===== src/rtl/ir_loader_pkg.sv =====
// Shared definitions for the IR RAM program loader: FSM states, framing
// constants and the header word-count check.
package ir_loader_pkg;

  localparam int unsigned BYTES_PER_WORD         = 4;
  localparam int unsigned HDR_BYTES              = 2;
  localparam int unsigned DEFAULT_TIMEOUT_CYCLES = 65535;

  typedef enum logic [2:0] {
    ST_IDLE   = 3'd0,
    ST_HDR_HI = 3'd1,
    ST_HDR_LO = 3'd2,
    ST_DATA   = 3'd3,
    ST_WRITE  = 3'd4,
    ST_DONE   = 3'd5,
    ST_ERROR  = 3'd6
  } ir_state_e;

  // A word count is usable when it is non-zero and fits the memory.
  function automatic logic hdr_count_ok(input logic [15:0] n, input logic [16:0] cap);
    return (n != 16'd0) && ({1'b0, n} <= cap);
  endfunction

endpackage


===== src/rtl/ir_word_assembler.sv =====
// Big-endian word assembler: shifts bytes in MSB first and flags the byte
// that completes a word. o_word is the word as it will be once the current
// byte is shifted in, so the caller can capture it on the completing cycle.
module ir_word_assembler
  import ir_loader_pkg::*;
(
  input  logic        clk,
  input  logic        rst_n,
  input  logic        i_clear,
  input  logic        i_shift_en,
  input  logic [7:0]  i_byte,
  output logic [31:0] o_word,
  output logic        o_word_full
);

  localparam int unsigned CNT_W = $clog2(BYTES_PER_WORD);

  logic [23:0]      r_shift;
  logic [CNT_W-1:0] r_cnt;

  // Byte shift register and wrapping byte counter.
  always_ff @(posedge clk or negedge rst_n) begin
    if (!rst_n) begin
      r_shift <= 24'd0;
      r_cnt   <= {CNT_W{1'b0}};
    end else if (i_clear) begin
      r_shift <= 24'd0;
      r_cnt   <= {CNT_W{1'b0}};
    end else if (i_shift_en) begin
      r_shift <= {r_shift[15:0], i_byte};
      r_cnt   <= r_cnt + CNT_W'(1);
    end
  end

  assign o_word      = {r_shift, i_byte};
  assign o_word_full = i_shift_en && (r_cnt == CNT_W'(BYTES_PER_WORD - 1));

endmodule


===== src/rtl/ir_ram_loader.sv =====
// Length-prefixed byte-stream loader for the instruction RAM. Holds the CPU
// while loading, writes words to consecutive addresses from 0 and reports
// sticky done/error status.
module ir_ram_loader
  import ir_loader_pkg::*;
#(
  parameter int unsigned ADDR_W         = 10,
  parameter int unsigned DATA_W         = 32,
  parameter int unsigned TIMEOUT_CYCLES = DEFAULT_TIMEOUT_CYCLES
) (
  input  logic              clk,
  input  logic              rst_n,
  input  logic              start,
  input  logic              rx_valid,
  input  logic [7:0]        rx_data,
  output logic              rx_ready,
  output logic              mem_we,
  output logic [ADDR_W-1:0] mem_addr,
  output logic [DATA_W-1:0] mem_wdata,
  output logic              cpu_hold,
  output logic              load_done,
  output logic              load_err,
  output logic [ADDR_W:0]   words_loaded
);

  localparam int unsigned TMO_W    = $clog2(TIMEOUT_CYCLES + 1);
  localparam logic [16:0] CAPACITY = 17'd1 << ADDR_W;

  ir_state_e         r_state;
  ir_state_e         w_state_nxt;
  logic              r_rx_ready;
  logic              r_mem_we;
  logic              r_cpu_hold;
  logic              r_load_done;
  logic              r_load_err;
  logic [ADDR_W-1:0] r_mem_addr;
  logic [DATA_W-1:0] r_mem_wdata;
  logic [ADDR_W:0]   r_words;
  logic [15:0]       r_count;
  logic [TMO_W-1:0]  r_tmo;

  logic              w_accept;
  logic              w_shift_en;
  logic              w_start_load;
  logic              w_tmo_expire;
  logic              w_last_word;
  logic              w_word_full;
  logic              w_in_rx_state;
  logic [15:0]       w_count_full;
  logic [ADDR_W:0]   w_words_inc;
  logic [DATA_W-1:0] w_word;

  assign w_accept      = rx_valid && r_rx_ready;
  assign w_in_rx_state = (r_state == ST_HDR_HI) || (r_state == ST_HDR_LO) || (r_state == ST_DATA);
  assign w_shift_en    = w_accept && (r_state == ST_DATA);
  assign w_count_full  = {r_count[15:8], rx_data};
  assign w_words_inc   = r_words + {{ADDR_W{1'b0}}, 1'b1};
  assign w_last_word   = (17'(w_words_inc) == 17'(r_count));
  // Idle cycle that would make the idle count reach the limit.
  assign w_tmo_expire  = !w_accept && (r_tmo == TMO_W'(TIMEOUT_CYCLES - 1));

  ir_word_assembler u_asm (
    .clk         (clk),
    .rst_n       (rst_n),
    .i_clear     (w_start_load),
    .i_shift_en  (w_shift_en),
    .i_byte      (rx_data),
    .o_word      (w_word),
    .o_word_full (w_word_full)
  );

  // Next-state decode and load-start strobe.
  always_comb begin
    w_state_nxt  = r_state;
    w_start_load = 1'b0;
    case (r_state)
      ST_IDLE, ST_DONE, ST_ERROR: begin
        if (start) begin
          w_state_nxt  = ST_HDR_HI;
          w_start_load = 1'b1;
        end else begin
          w_state_nxt = r_state;
        end
      end
      ST_HDR_HI: begin
        if (w_accept)          w_state_nxt = ST_HDR_LO;
        else if (w_tmo_expire) w_state_nxt = ST_ERROR;
        else                   w_state_nxt = r_state;
      end
      ST_HDR_LO: begin
        if (w_accept) begin
          if (hdr_count_ok(w_count_full, CAPACITY)) w_state_nxt = ST_DATA;
          else                                      w_state_nxt = ST_ERROR;
        end else if (w_tmo_expire) begin
          w_state_nxt = ST_ERROR;
        end else begin
          w_state_nxt = r_state;
        end
      end
      ST_DATA: begin
        if (w_word_full)       w_state_nxt = ST_WRITE;
        else if (w_tmo_expire) w_state_nxt = ST_ERROR;
        else                   w_state_nxt = r_state;
      end
      ST_WRITE: begin
        if (w_last_word) w_state_nxt = ST_DONE;
        else             w_state_nxt = ST_DATA;
      end
      default: w_state_nxt = ST_IDLE;
    endcase
  end

  // FSM state register.
  always_ff @(posedge clk or negedge rst_n) begin
    if (!rst_n) r_state <= ST_IDLE;
    else        r_state <= w_state_nxt;
  end

  // Registered outputs decoded from the state being entered.
  always_ff @(posedge clk or negedge rst_n) begin
    if (!rst_n) begin
      r_rx_ready  <= 1'b0;
      r_mem_we    <= 1'b0;
      r_cpu_hold  <= 1'b0;
      r_load_done <= 1'b0;
      r_load_err  <= 1'b0;
      r_mem_addr  <= {ADDR_W{1'b0}};
      r_mem_wdata <= {DATA_W{1'b0}};
    end else begin
      r_rx_ready  <= (w_state_nxt == ST_HDR_HI) || (w_state_nxt == ST_HDR_LO) ||
                     (w_state_nxt == ST_DATA);
      r_mem_we    <= (w_state_nxt == ST_WRITE);
      r_cpu_hold  <= (w_state_nxt == ST_HDR_HI) || (w_state_nxt == ST_HDR_LO) ||
                     (w_state_nxt == ST_DATA) || (w_state_nxt == ST_WRITE);
      r_load_done <= (w_state_nxt == ST_DONE);
      r_load_err  <= (w_state_nxt == ST_ERROR);
      if (w_word_full) begin
        r_mem_addr  <= r_words[ADDR_W-1:0];
        r_mem_wdata <= w_word;
      end
    end
  end

  // Word count, header capture and saturating idle-cycle counter.
  always_ff @(posedge clk or negedge rst_n) begin
    if (!rst_n) begin
      r_words <= {(ADDR_W+1){1'b0}};
      r_count <= 16'd0;
      r_tmo   <= {TMO_W{1'b0}};
    end else begin
      if (w_start_load)              r_words <= {(ADDR_W+1){1'b0}};
      else if (r_state == ST_WRITE)  r_words <= w_words_inc;

      if (w_accept && (r_state == ST_HDR_HI))      r_count[15:8] <= rx_data;
      else if (w_accept && (r_state == ST_HDR_LO)) r_count[7:0]  <= rx_data;

      if (w_start_load || w_accept)                          r_tmo <= {TMO_W{1'b0}};
      else if (w_in_rx_state && (r_tmo != {TMO_W{1'b1}}))    r_tmo <= r_tmo + TMO_W'(1);
    end
  end

  assign rx_ready     = r_rx_ready;
  assign mem_we       = r_mem_we;
  assign mem_addr     = r_mem_addr;
  assign mem_wdata    = r_mem_wdata;
  assign cpu_hold     = r_cpu_hold;
  assign load_done    = r_load_done;
  assign load_err     = r_load_err;
  assign words_loaded = r_words;

endmodule


===== config.mk =====
export PLATFORM = sky130hd
export DESIGN_NAME = ir_ram_loader
export DESIGN_NICKNAME = d
export VERILOG_FILES = /design/src/rtl/ir_loader_pkg.sv /design/src/rtl/ir_word_assembler.sv /design/src/rtl/ir_ram_loader.sv
export SDC_FILE = /design/constraint.sdc
export NUM_CORES = 1
export LEC_CHECK = 0
export BUFFER_PORTS_ARGS = -buffer_cell sky130_fd_sc_hd__buf_4
export CELL_PAD_IN_SITES_DETAIL_PLACEMENT = 2
export CELL_PAD_IN_SITES_GLOBAL_PLACEMENT = 2
export CORE_UTILIZATION = 40
export DETAILED_ROUTE_END_ITERATION = 6
export PLACE_DENSITY_LB_ADDON = 0.1
export SLEW_MARGIN = 10
export SYNTH_ARGS = -nofsm -noshare
export SYNTH_HDL_FRONTEND = slang
export SYNTH_SLANG_ARGS = --single-unit

===== constraint.sdc =====
create_clock -name clk -period 6.3 [get_ports clk]
set_input_delay 1.26 -clock clk [delete_from_list [all_inputs] [get_ports clk]]
set_output_delay 1.26 -clock clk [all_outputs]
set_load 0.005 [all_outputs]

**After elaboration in Yosys (flattened, before gate mapping)**

Cells that the tools add are included.

- Bits in registers: 119
- Input port bits: 12
- Output and inout bits: 58
- Logic and storage cells: 75

- Add/subtract/negate cells: 3
- Order comparisons: 1
- Equal/unequal tests: 16
- Mux-type cells: 18
- Bitwise gates (word level): 1
- Reduce and logical (&&, ||, !) cells: 22

Operators with widths:

| kind | number |
|---|---|
| $mux 24 | 2 |
| $mux 16 | 2 |
| $mux 11 | 2 |
| $mux 3 | 7 |
| $eq 3x3->1 const B | 6 |
| $add 16x1->16 const B | 1 |
| $eq 11x16->1 | 1 |
| $eq 16x16->1 const B | 1 |
| $le 16x11->1 const B | 1 |
| $ne 16x16->1 const B | 1 |
| $reduce_bool 16->1 | 1 |
| $pmux 3 s5 | 1 |
| $eq 3x2->1 const B | 4 |
| $add 11x1->11 const B | 1 |
| $logic_and 1x1->1 | 8 |
| $eq 3x1->1 const B | 2 |
| $logic_or 1x1->1 | 6 |
| $reduce_bool 2->1 | 3 |
| $mux 2 | 2 |
| $logic_not 3->1 | 1 |
| $reduce_or 3->1 | 1 |
| $add 2x1->2 const B | 1 |
| $eq 2x2->1 const B | 1 |
| $mux 1 | 2 |
| other kinds (3) | 3 |

**Depth between registers and ports, before layout**

- Depth in word-level cells: 10
- Gate-level depth with buffers: 9

**Hierarchy**

Synthesis repeated with hierarchy kept, for this count alone.

- Cell total of the unflattened synthesis: 466
- Area total of the unflattened synthesis: 5590.4 um^2

Modules (own cells, without submodules):

| module | instances | cells an instance | area each (um^2) |
|---|---|---|---|
| ir_ram_loader | 1 | 372 | 4436.8 |
| ir_word_assembler | 1 | 94 | 1153.6 |

**Worst setup path after synthesis**

Ideal clock, no wire load.

- Path kind: input port to flip-flop
- Start: input port rx_data[1]
- End: register r_cpu_hold (netlist: cpu_hold)
- Library setup time: 0.076 ns
- Arrival time: 2.726 ns
- Required time: 6.224 ns
- Setup slack: 3.498 ns
- Stages on the path: 6
- Path buffers: 0
- Cell sequence: nor4_1 a31oi_1 or4b_4 a221oi_4 o21ai_1 o21ai_1

- Word-level cells in the longest chain between the ends: 9

RTL lines:

| item | line | RTL |
|---|---|---|
| from (decl) | ir_ram_loader.sv:15 | `input logic [7:0] rx_data,` |
| $le 16x11->1 or $reduce_bool 16->1 (tied branches) | ir_loader_pkg.sv:21 | `return (n != 16'd0) && ({1'b0, n} <= cap);` |
| $logic_and 1x1->1 (*) | ir_loader_pkg.sv:21 |  |
| $mux 3 (*) | ir_ram_loader.sv:92 | `if (hdr_count_ok(w_count_full, CAPACITY)) w_state_nxt = ST_DATA;` |
| $mux 3 (*) | ir_ram_loader.sv:91 | `if (w_accept) begin` |
| $pmux 3 s5 (*) | ir_ram_loader.sv:76 | `case (r_state)` |
| $eq 3x1->1 or $eq 3x2->1 (tied branches) | ir_ram_loader.sv:133 | `r_cpu_hold <= (w_state_nxt == ST_HDR_HI) \|\| (w_state_nxt == ST_HDR_LO) \|\|` |
| $logic_or 1x1->1 (2 in a row) | ir_ram_loader.sv:133 |  |
| $logic_or 1x1->1 (*) | ir_ram_loader.sv:134 | `(w_state_nxt == ST_DATA) \|\| (w_state_nxt == ST_WRITE);` |
| to (signal assigned) | ir_ram_loader.sv:133 |  |
| to (decl) | ir_ram_loader.sv:33 | `logic r_cpu_hold;` |

Mark *: on every way between the ends. The rest lies on a longest branch, timed or not.
A chain may end at the register's enable or synchronous reset.

**Final worst setup path**

Same ends and word-level chain as after synthesis.

==> metrics.md <==
| Metric | Value |
|---|---|
| Status | `complete, no violations` |
| Largest net degree at the start of global routing | `64` |
| Synth Area in Compound Gates | `0.0904` |
| IO Port Bufs | `69` |
| Synth Register Bits | `between 100 and 150` |
| Worst relative slew slack | `0.169` |
| P per Cell Area | `461 mW/mm2` |
| Insertion delay to the later sink of the worst-skew pair | `between 0.4 and 0.5 ns` |
| Yosys Warn Count | `0` |
| Vias | `4136` |
| DIE WIDTH | `119 um` |
| Most frequent cells in the layout | `dfrtp_1, nand2_1, buf_4` |
| Final nets | `591` |
| Post-synth cell types | `53` |
| Area share of and/or/nand/nor cells after synthesis | `0.178` |
| Largest family of logic cells by synthesized area | `simple AND/OR/NAND/NOR gates` |
| PostCTS Resize Cnt | `0` |
| Static Leak | `3.18 nW` |
| Final period util | `0.450` |
| Slew of the pin with the lowest slew margin | `around 1.2 ns` |
| Drt initial violations | `~160` |
| Core box area | `0.0132 mm2` |
| Setup Buffers After CTS | `0` |
| Crit start category | `input port` |
| Clock Skews | `between 0.007 and 0.008 ns` |
| Die height | `119 um` |
| Top FF cell, synth | `dfrtp_1` |
| Clock power frac | `0.345` |
| Net Sw Frac | `0.328` |
| Initial Util | `0.412` |
| Vias in the first global route | `4615` |
| H-tree levels | `4` |
| CTS root buf | `clkbuf_16` |
| Syn_nets | `528` |
| CTS sink count | `119` |
| Synth async-reset ratio | `1.00` |
| Area growth from synthesis to layout | `23.4%` |
| Drt pass-1 iters | `4` |
| Rows | `42` |
| Post-synthesis mux area share | `0.0992` |
| Switching power | `0.00102 W` |
| Synthesized-area fraction occupied by adder cells | `0.00918` |
| Pins over their slew limit | `0` |
| Post-Synthesis Cells | `about 500` |
| RD Place Congestion | `around 0.77` |
| Initial antenna violation count | `0` |
| VDD IR max | `around 0.00023 V` |
| Comb power frac | `0.268` |
| Maximum buffer depth of the clock tree | `2` |
| First-pass GRT wire length | `25.4 mm` |
| Post-route DRC | `0` |
| Final WL | `15.4 mm` |
| Mapped Area | `0.00545 mm2` |
| Half-perimeter wire length after placement | `9.78 mm` |
| Worst Path Required | `6.64 ns` |
| WS Path Type | `in -> reg` |
| Layout cells sized above 1 | `0.252` |
| RSZ-0062 raised after global routing | `no` |
| Syn avg cell area | `10.6 um2` |
| EDFF count, synth | `0` |
| Max cap viols | `0` |
| Post-Synth XOR/XNOR Area | `0.0482` |
| Mean number of vias per cell | `5.41` |
| Post-synthesis sequential area ratio | `0.546` |
| Placed cell count | `roughly 730` |
| F_max | `~350 MHz` |
| CTS tree | `yes` |
| Worst Setup End Kind | `register` |
| Fin. Hold Viols | `0` |
| Setup TNS | `0 ns` |
| # IOs | `70` |
| Fin cells | `roughly 760` |
| ANT cells | `0` |
| Final Critical Period | `between 2 and 3 ns` |
| Number of nets still failing antenna checks after routing | `0` |
| Sequential fraction of design power | `0.387` |
| Final count of negative-setup-slack endpoints | `0` |
| Wire per inst | `20.2 um` |
| CTS Buf Count | `17` |
| Die area | `~0.014 mm2` |
| CTS Hold Buffers Added | `0` |
| Most common cell after layout, fill and taps aside | `dfrtp_1` |
| Hold Crit Class | `reg -> reg` |
| Grt total ovfl | `0` |
| Crit-path max FO | `5` |
| Reg clk slew, reported paths | `around 0.060 ns` |
| GRT Util Overall | `0.238` |
| P_int | `0.00209 W` |
| Critical path arrival | `3.18 ns` |
==> registers in the layout, summed over array words and instances (netlist names), 2 cells and up <==
| signal | flops |
|---|---|
| mem_addr | 10 |
| u_asm.r_cnt | 2 |
| u_asm.r_shift | 24 |
| mem_wdata | 32 |
| r_state | 3 |
| r_count | 16 |
| r_tmo | 16 |
| words_loaded | 11 |
==> per-layer routing <==
metal,up-vias,share of wire,GRT usage
met1,2158,0.43,0.295
met2,76,0.52,0.405
met5,-,0,0
met3,8,0.040,0.0719
li1,1894,-,-
met4,0,0.0058,0.0570
==> Yosys cell counts (all sizes together) (7+ instances only) <==
| master | instances | area (um2) |
|---|---|---|
| nor2 | 34 | 128 |
| nand2 | 98 | 370 |
| xnor2 | 14 | 123 |
| a21oi | 29 | 145 |
| inv | 8 | 30.0 |
| nand3 | 10 | 55.1 |
| o21ai | 24 | 120 |
| buf | 8 | 55.1 |
| dfrtp | 119 | 2980 |
| nor3 | 7 | 45.0 |
| clkbuf | 19 | 71.3 |
| mux2 | 48 | 541 |
| xor2 | 16 | 140 |
==> cells by family after synthesis <==
logic type / count (synthesis)
buffers and inverters: 35
adder cells (fa/ha/maj): 4
XOR/XNOR: 30
AND/OR/NAND/NOR: 197
flip-flops: 119
AO/OA/AOI/OAI: 79
multiplexers: 48
==> per-stage QoR <==
step	hold WS, ns	utilization	power, W	area (um2)	setup slack [ns]
global route	0.512	0.508	0.00328	6730	3.29
CTS	0.505	0.508	0.00315	6730	3.47
finish	0.495	0.508	0.00310	6730	3.47
floorplan	0.458	-	0.00167	5450	3.50
global placement	0.481	0.459	0.00197	6080	3.16
detailed placement	0.484	0.459	0.00203	6080	3.06
==> worst max-delay path, cell delays in order <==
cell and delay [ns]:
buf_4 0.13, nor4_1 0.43, a31oi_1 0.16, or4b_4 0.54, a221oi_4 0.35, o21ai_1 0.15
o21ai_1 0.15
==> area by class of cell <==
type	count	area (um2)
Inverter	8	30.0
Timing Repair Buffer	71	533
Fill cell	1332	6510
Multi-Input combinational cell	358	2320
Sequential cell	119	2980
Clock inverter	11	195
Clock buffer	21	450
Tap cell	176	220
==> final timing paths <==
| kind | start | to | slack [ns] | cells past startpoint |
|---|---|---|---|---|
| max | rx_data[1] | cpu_hold | 3.47 | 7 |
| min | mem_wdata[21] | mem_wdata[21] | 0.49 | 1 |
| max reg2reg | r_state[1] | r_tmo[4] | 3.52 | 5 |
| min reg2reg | mem_wdata[21] | mem_wdata[21] | 0.49 | 1 |
| max in group asynchronous | rst_n | r_tmo[15] | 4.05 | 2 |
| min in group asynchronous | rst_n | mem_addr[4] | 0.94 | 1 |
==> power by group through the flow <==
stage	Clock [W]	Combinational, W	Sequential, W
2_1_floorplan	0	0.000540	0.00113
3_3_place_gp	0	0.000775	0.00119
3_5_place_dp	0	0.000819	0.00121
4_1_cts	0.00109	0.000848	0.00121
5_1_grt	0.00112	0.000919	0.00124
6_report	0.00107	0.000830	0.00120
No activity file was read; power rests on OpenSTA's default activity.
